$ cat src/rtl/slot_allocator.sv
// Lowest-index-first slot ID allocator with a registered one-entry offer stage.
// Includes the trailing/leading zero counter used to pick the next free slot.

module lzc #(
    parameter int unsigned WIDTH = 2,
    parameter bit MODE = 1'b0,
    localparam int unsigned CntWidth = $clog2(WIDTH)
) (
    input  logic [WIDTH-1:0]    in_i,
    output logic [CntWidth-1:0] cnt_o,
    output logic                empty_o
);

    // Last match wins: MODE 0 scans downwards so the lowest set bit sticks.
    always_comb begin
        cnt_o   = '0;
        empty_o = 1'b1;
        for (int i = 0; i < int'(WIDTH); i++) begin
            if (MODE == 1'b0) begin
                if (in_i[WIDTH-1-i]) begin
                    empty_o = 1'b0;
                    cnt_o   = CntWidth'(WIDTH - 1 - i);
                end
            end else begin
                if (in_i[i]) begin
                    empty_o = 1'b0;
                    cnt_o   = CntWidth'(WIDTH - 1 - i);
                end
            end
        end
    end

endmodule

module slot_allocator #(
    parameter int unsigned NUM_SLOTS = 8,
    localparam int unsigned IdWidth  = $clog2(NUM_SLOTS),
    localparam int unsigned CntWidth = $clog2(NUM_SLOTS + 1)
) (
    input  logic                clk_i,
    input  logic                rst_i,
    output logic                alloc_valid_o,
    input  logic                alloc_ready_i,
    output logic [IdWidth-1:0]  alloc_id_o,
    input  logic                free_valid_i,
    input  logic [IdWidth-1:0]  free_id_i,
    output logic [CntWidth-1:0] used_cnt_o,
    output logic                err_o
);

    if (NUM_SLOTS < 2) begin : g_bad_cfg
        $fatal(1, "slot_allocator: NUM_SLOTS must be at least 2");
    end

    localparam int unsigned ExtWidth = 2 ** IdWidth;
    localparam logic [NUM_SLOTS-1:0] OneHot = {{(NUM_SLOTS-1){1'b0}}, 1'b1};

    logic [NUM_SLOTS-1:0] busy_q, busy_d;
    logic                 off_valid_q;
    logic [IdWidth-1:0]   off_id_q;
    logic [CntWidth-1:0]  used_q, used_d;
    logic                 err_q;

    logic [IdWidth-1:0]   lowest_free;
    logic                 none_free;
    logic [ExtWidth-1:0]  busy_ext;
    logic                 handshake, load, drain;
    logic                 free_legal, free_illegal;
    logic [NUM_SLOTS-1:0] reserve_mask, free_mask;

    lzc #(
        .WIDTH (NUM_SLOTS),
        .MODE  (1'b0)
    ) u_lzc (
        .in_i    (~busy_q),
        .cnt_o   (lowest_free),
        .empty_o (none_free)
    );

    // Zero-padded so out-of-range free IDs index a defined bit.
    always_comb begin
        busy_ext = '0;
        busy_ext[NUM_SLOTS-1:0] = busy_q;
    end

    assign handshake = off_valid_q & alloc_ready_i;
    assign load      = (~off_valid_q | handshake) & ~none_free;
    assign drain     = handshake & none_free;

    assign free_legal = free_valid_i
                      & (32'(free_id_i) < NUM_SLOTS)
                      & busy_ext[free_id_i]
                      & ~(off_valid_q & (free_id_i == off_id_q));
    assign free_illegal = free_valid_i & ~free_legal;

    assign reserve_mask = load ? (OneHot << lowest_free) : '0;
    assign free_mask    = free_legal ? (OneHot << free_id_i) : '0;
    assign busy_d       = (busy_q | reserve_mask) & ~free_mask;

    always_comb begin
        used_d = used_q;
        if (handshake & ~free_legal) begin
            used_d = used_q + CntWidth'(1);
        end else if (~handshake & free_legal) begin
            used_d = used_q - CntWidth'(1);
        end
    end

    always_ff @(posedge clk_i or posedge rst_i) begin
        if (rst_i) begin
            busy_q      <= '0;
            off_valid_q <= 1'b0;
            off_id_q    <= '0;
            used_q      <= '0;
            err_q       <= 1'b0;
        end else begin
            busy_q <= busy_d;
            used_q <= used_d;
            err_q  <= free_illegal;
            if (load) begin
                off_valid_q <= 1'b1;
                off_id_q    <= lowest_free;
            end else if (drain) begin
                off_valid_q <= 1'b0;
            end
        end
    end

    assign alloc_valid_o = off_valid_q;
    assign alloc_id_o    = off_id_q;
    assign used_cnt_o    = used_q;
    assign err_o         = err_q;

endmodule
$ cat config.mk
export PLATFORM = sky130hd
export DESIGN_NAME = slot_allocator
export DESIGN_NICKNAME = d
export VERILOG_FILES = /design/src/rtl/slot_allocator.sv
export SDC_FILE = /design/constraint.sdc
export NUM_CORES = 1
export LEC_CHECK = 0
export ABC_AREA = 1
export BUFFER_PORTS_ARGS = -buffer_cell sky130_fd_sc_hd__buf_2
export CORE_MARGIN = 1.5
export CORE_UTILIZATION = 55
export DETAILED_ROUTE_END_ITERATION = 8
export GPL_TIMING_DRIVEN = 0
export PLACE_DENSITY_LB_ADDON = 0.08
export SLEW_MARGIN = 20
export SYNTH_ARGS = -nofsm -noshare
export SYNTH_HDL_FRONTEND = slang
export SYNTH_SLANG_ARGS = --single-unit
export TNS_END_PERCENT = 20
$ cat constraint.sdc
create_clock -name clk_i -period 3.05 [get_ports clk_i]
set_clock_uncertainty 0.2 [all_clocks]
set_input_delay 0.4575 -clock clk_i [delete_from_list [all_inputs] [get_ports clk_i]]
set_output_delay 0.4575 -clock clk_i [all_outputs]
set_load 0.05 [all_outputs]
* Word level (Yosys, flattened, before mapping)
Cells that the tools add are included.
** Word-level totals
- Flip-flop bits (word level) :: 17
- Input bits :: 7
** Cells by class
- Add/sub/neg operators :: 2
- $lt $le $gt $ge :: 1
- Eq/ne operators :: 1
- Shift operators :: 2
- Muxes and demuxes :: 24
- Bitwise operators :: 19
- Reduce and logical (&&, ||, !) cells :: 2
** Operator list (number)
- $mux W3 :: 8
- $mux W8 :: 2
- $not A8 Y8 :: 2
- $shl A1 B3 Y8 const A :: 2
- $mux W1 :: 11
- $and A1 B1 Y1 :: 9
- $and A8 B8 Y8 :: 1
- $mux W4 :: 2
- $or A8 B8 Y8 :: 1
- $not A1 Y1 :: 5
- $add A4 B1 Y4 const B :: 1
- $lt A3 B4 Y1 const B :: 1
- $reduce_bool A2 Y1 :: 2
- $sub A4 B1 Y4 const B :: 1
- $bmux W1 S3 :: 1
- $eq A3 B3 Y1 :: 1
- $or A1 B1 Y1 :: 1

* Longest topological paths before layout
- Depth in word-level cells :: 14
- Depth in mapped cells :: 17
- Mapped depth without buffers :: 16

* By module
From an unflattened synthesis, not the netlist that was laid out.
** Unflattened totals
- Cell total of the unflattened synthesis :: 161
- Area, all modules :: 1098.6 um^2
** By module, submodules not included
- slot_allocator :: times used 1, cells each 140, area an instance 997.2 um^2, sequential area each 425.4 um^2
- lzc :: times used 1, cells each 21, area an instance 101.3 um^2, sequential area each 0.0 um^2

* Worst setup path before layout
Ideal clock, no wire load.
- Path kind :: reg2reg
- Start point :: register off_id_q[2], in the netlist alloc_id_o[2]
- End point :: register used_q[3], in the netlist used_cnt_o[3]
- Setup time :: 66 ps
- Data arrival time :: 2334 ps
- Required time :: 2784 ps
- Setup slack :: 450 ps
- Stages on the path, launching flop included :: 16
- Buffers on the path :: 0
- Period minus slack after synthesis :: 2600 ps
- Cells stage by stage :: dfrtp_1 inv_1 nor2_1 nor2_1 nand2_2 nand3_4 nor2_4 inv_2 ha_1 inv_1 ha_1 a21o_1 a21oi_1 xor2_1 nand2_1 nand2_1
** Between the ends
- Cells in the longest elaborated chain, start to end :: 7
- Elaborated cells on any way between the ends :: 9
** Ends and longest elaborated chain
- start: declaration :: RTL line 60 : logic [IdWidth-1:0] off_id_q;
- start signal: assignment :: RTL line 122 : off_id_q <= lowest_free;
- $eq A3 B3 Y1 (*) :: RTL line 93 : & ~(off_valid_q & (free_id_i == off_id_q));
- $and A1 B1 Y1 (*) :: RTL line 93
- $not A1 Y1 (*) :: RTL line 93
- $and A1 B1 Y1 (*) :: RTL line 93
- $not A1 Y1 :: RTL line 102 : if (handshake & ~free_legal) begin
- $and A1 B1 Y1 :: RTL line 102
- $mux W4 or $reduce_bool A2 Y1 (tied branches)
- end signal: assignment :: RTL line 118 : used_q <= used_d;
- end: declaration :: RTL line 61 : logic [CntWidth-1:0] used_q, used_d;
Every way passes the cells marked *; elsewhere a longest branch is shown, timed or not.
A chain may end at the register's enable or synchronous reset.

* Worst setup path in the final report
- Start point :: register busy_q[4], in the netlist busy_ext[4]
- End point :: register used_q[3], in the netlist used_cnt_o[3]
** Between the ends
- Cells in the longest elaborated chain, start to end :: 7
- Elaborated cells on any way between the ends :: 9
** Ends and longest elaborated chain
- start: declaration :: RTL line 58 : logic [NUM_SLOTS-1:0] busy_q, busy_d;
- start signal: assignment :: RTL line 117 : busy_q <= busy_d;
- $bmux W1 S3 (*) :: RTL line 92 : & busy_ext[free_id_i]
- $mux W1 (not written as such) (*) :: RTL line 92
- $and A1 B1 Y1 (*) :: RTL line 92
- $and A1 B1 Y1 (*) :: RTL line 93
- $not A1 Y1 :: RTL line 102
- $and A1 B1 Y1 :: RTL line 102
- $mux W4 or $reduce_bool A2 Y1 (tied branches)
Every way passes the cells marked *; elsewhere a longest branch is shown, timed or not. The select of a mux whose other input is x is not followed.

==> impl_metrics.yaml <==
grt:
  grt_pass1_vias: 936
  grt_pass1_wl_mm: 4.02
  grt_overflow_total: 0
  antenna_found_initial: 0
  track_usage: 0.226
  grt_max_degree: 18
worst_setup_path:
  cp_common_cell: "nand2_1"
  reg2reg_slack_ns: 0.49
  crit_chain: "inv_1 -> o21ai_0 -> nand2_1 -> nand3_2 -> nand3_4 -> nor2_4 -> inv_2 -> ha_1 -> inv_1 -> ha_1 -> a21o_1 -> a21oi_1 -> xor2_1 -> nand2_1 -> nand2_1"
  worstSetupPathType: "reg -> reg"
  slowest_delay_ns: 0.41
  cp.arrival_ns: 2.61
  startpoint_type: "register"
  slowest_stage: "dfrtp_1"
  reg2reg_to: "used_cnt_o[3]"
  end_kind: "register"
  ff2ff_path_depth: 15
  worstPathMaxFanout: 4
  reg2reg_from: "busy_ext[4]"
  worstPathRequired_ns: 3.10
timing:
  rsz0062_at_grt: "false"
  fin_crit_sh: 0.841
  slew_headroom: 0.572
  worst_hold_slack_ns: 0.0255
  fmax_mhz: 390
  worst_pin_slew_ns: 0.641
  setup_tns_ns: 0
  setup_violations: 0
  fin_crit_ns: 2.56
  hold_violations: 0
  drv_slew: 0
run:
  max-cap-violations: 0
yosys:
  netlist_instances: 156
  syn-cell-area_sq_um: 1130
  seq_area_frac_synth: 0.377
  synthTopCellsByArea: "dfrtp_1 38%, nand2_1 13%, inv_1 8.3%"
  synth_warnings: 0
  yosysUniqueCellTypes: 27
  synth_area_per_cell_sq_um: 7.23
  synth_top_area_frac: 0.377
  synth_fp_nets: 167
  synth_top_area_cell: "dfrtp_1"
  ys_ff_latch: 17
routing:
  first_pass_iters: 5
  m1WireLength_microns: 981
  highest_layer: "met4"
  vias: 1001
  wl_per_cell_microns: 11.7
  wl_met3_microns: 104
  initialDrtViolationCount: 33
  dr_wl_met2_mm: 1.20
  antenna_left: 0
  routed_wl_mm: 2.34
  drc: 0
  viasPerCell: 5.01
floorplanning:
  num_rows: 16
  initial_core_util: 0.581
  die_w_microns: 48.3
  die-area_sq_um: 2330
  fp.coreArea_sq_um: 1940
  pin_count: 16
  die_h_microns: 48.3
clock_tree:
  h-tree-depth: 1
  postCtsHoldBufs: 0
  clockRootBuffer: "clkbuf_4"
  post-cts-setup-buffer-count: 0
  clockBufferDepth: 2
  cts_inserted_buffers: 3
  cts_tree: "built"
  cts_resized: 0
  clock_sinks: 17
  clk_pin_slew_ns: 0.10
  insertion_delay_ns: 0.30
placed_design:
  gp_congestion: 0.906
  hpwl_mm: 1.86
  dpl-instance-area_sq_um: 1230
  port_buffers: 13
pwr:
  p_leak_nw: 0.701
  ir_drop_mv: 0.704
  power.density_nw_per_um2: 1060
  power.total_mw: 1.33
worst_hold_path:
  hp-class: "in -> async"
cells_and_area:
  num-nets-final: 185
  n_antenna_cell: 0
  final_cell_area_sq_um: 1250
  area_delta_synth_final_pct: 11.1
  drive_gt1_frac: 0.191
  final_util: 0.646
status:
  status: "finished, final reports clean"
Yosys cell counts (all sizes together):
library cell   n
a21oi         10
nor3           1
clkinv         1
nand4          5
xor2           2
nand3          7
nand2         42
inv           28
xnor2          2
a22oi          1
o21ai          4
a21o           1
nor2          28
buf            2
ha             3
fa             1
a21boi         1
dfrtp         17
layout make-up:
type                            instances  area, sq um
Fill cell                             172          688
Multi-Input combinational cell        108          582
Sequential cell                        17          425
Inverter                               29          109
Timing Repair Buffer                   13         65.1
Tap cell                               27         33.8
Clock buffer                            4         26.3
Buffer                                  2         12.5
where the power goes:
part / internal, mW / leakage [nW] / switching, mW
clock network: 0.0510 / 0.0150 / 0.0726
logic: 0.246 / 0.497 / 0.527
registers: 0.322 / 0.189 / 0.107
sequential cells by signal, summed over array words and instances, names as in the netlist:
register and count:
used_cnt_o 4, busy_ext 8, alloc_valid_o 1, err_o 1, alloc_id_o 3
stage by stage:
step	instances	setup WS, ns
6_report	200	0.486
5_1_grt	200	0.178
4_1_cts	200	0.468
3_5_place_dp	196	0.297
3_3_place_gp	196	0.364
2_1_floorplan	156	0.450
critical path: cells and delay by family, from the launching register on:
family	cells	cell delay (ns)
simple gates	6	0.57
xor+xnor	1	0.18
flops	1	0.41
fa+ha+maj	2	0.45
buf+inv	3	0.22
compound gates	3	0.48
routing by layer:
layer / vias to the layer above / track usage
li1: 518 / -
met1: 444 / 0.258
met2: 34 / 0.407
met3: 5 / 0.0370
met4: 0 / 0.114
met5: - / 0
worst max-delay path by stage:
stage | start | end | slack (ns) | cells past startpoint
floorplan | alloc_id_o[2] | used_cnt_o[3] | 0.45 | 15
finish | busy_ext[4] | used_cnt_o[3] | 0.49 | 15
detailed placement | free_id_i[1] | used_cnt_o[3] | 0.30 | 16
CTS | busy_ext[4] | used_cnt_o[3] | 0.47 | 15
global route | busy_ext[4] | used_cnt_o[3] | 0.18 | 15
global placement | free_id_i[1] | used_cnt_o[3] | 0.36 | 16
layout by cell type (no fill, tap or decap):
cell      synthesis  final
a22oi_1           1      1
buf_2             1     14
a21oi_2           1      1
nor2_1           23     23
o21ai_1           1      1
buf_4             1      1
nand4_1           5      5
nand3_4           1      1
clkbuf_4          0      3
a21o_1            1      1
xor2_1            2      2
nand3_2           2      2
o21ai_0           3      3
nor3_1            1      1
nor2_2            2      2
a21boi_2          1      1
inv_1            25     25
nor2_4            3      3
a21oi_1           9      9
fa_1              1      1
ha_1              3      3
clkbuf_1          0      1
xnor2_1           2      2
dfrtp_1          17     17
nand3_1           4      4
nand2_2           2      2
clkinv_1          1      1
inv_2             3      3
nand2_1          40     40
logic make-up after synthesis:
| kind of cell | Yosys count | synth area share |
|---|---|---|
| and+or+nand+nor | 83 | 0.345 |
| buffers and inverters | 31 | 0.108 |
| AOI/OAI and AO/OA | 17 | 0.0887 |
| DFF | 17 | 0.377 |
| xor gates and xnor gates | 4 | 0.0310 |
| adders and majority gates | 4 | 0.0510 |
No activity file was read; power rests on OpenSTA's default activity.
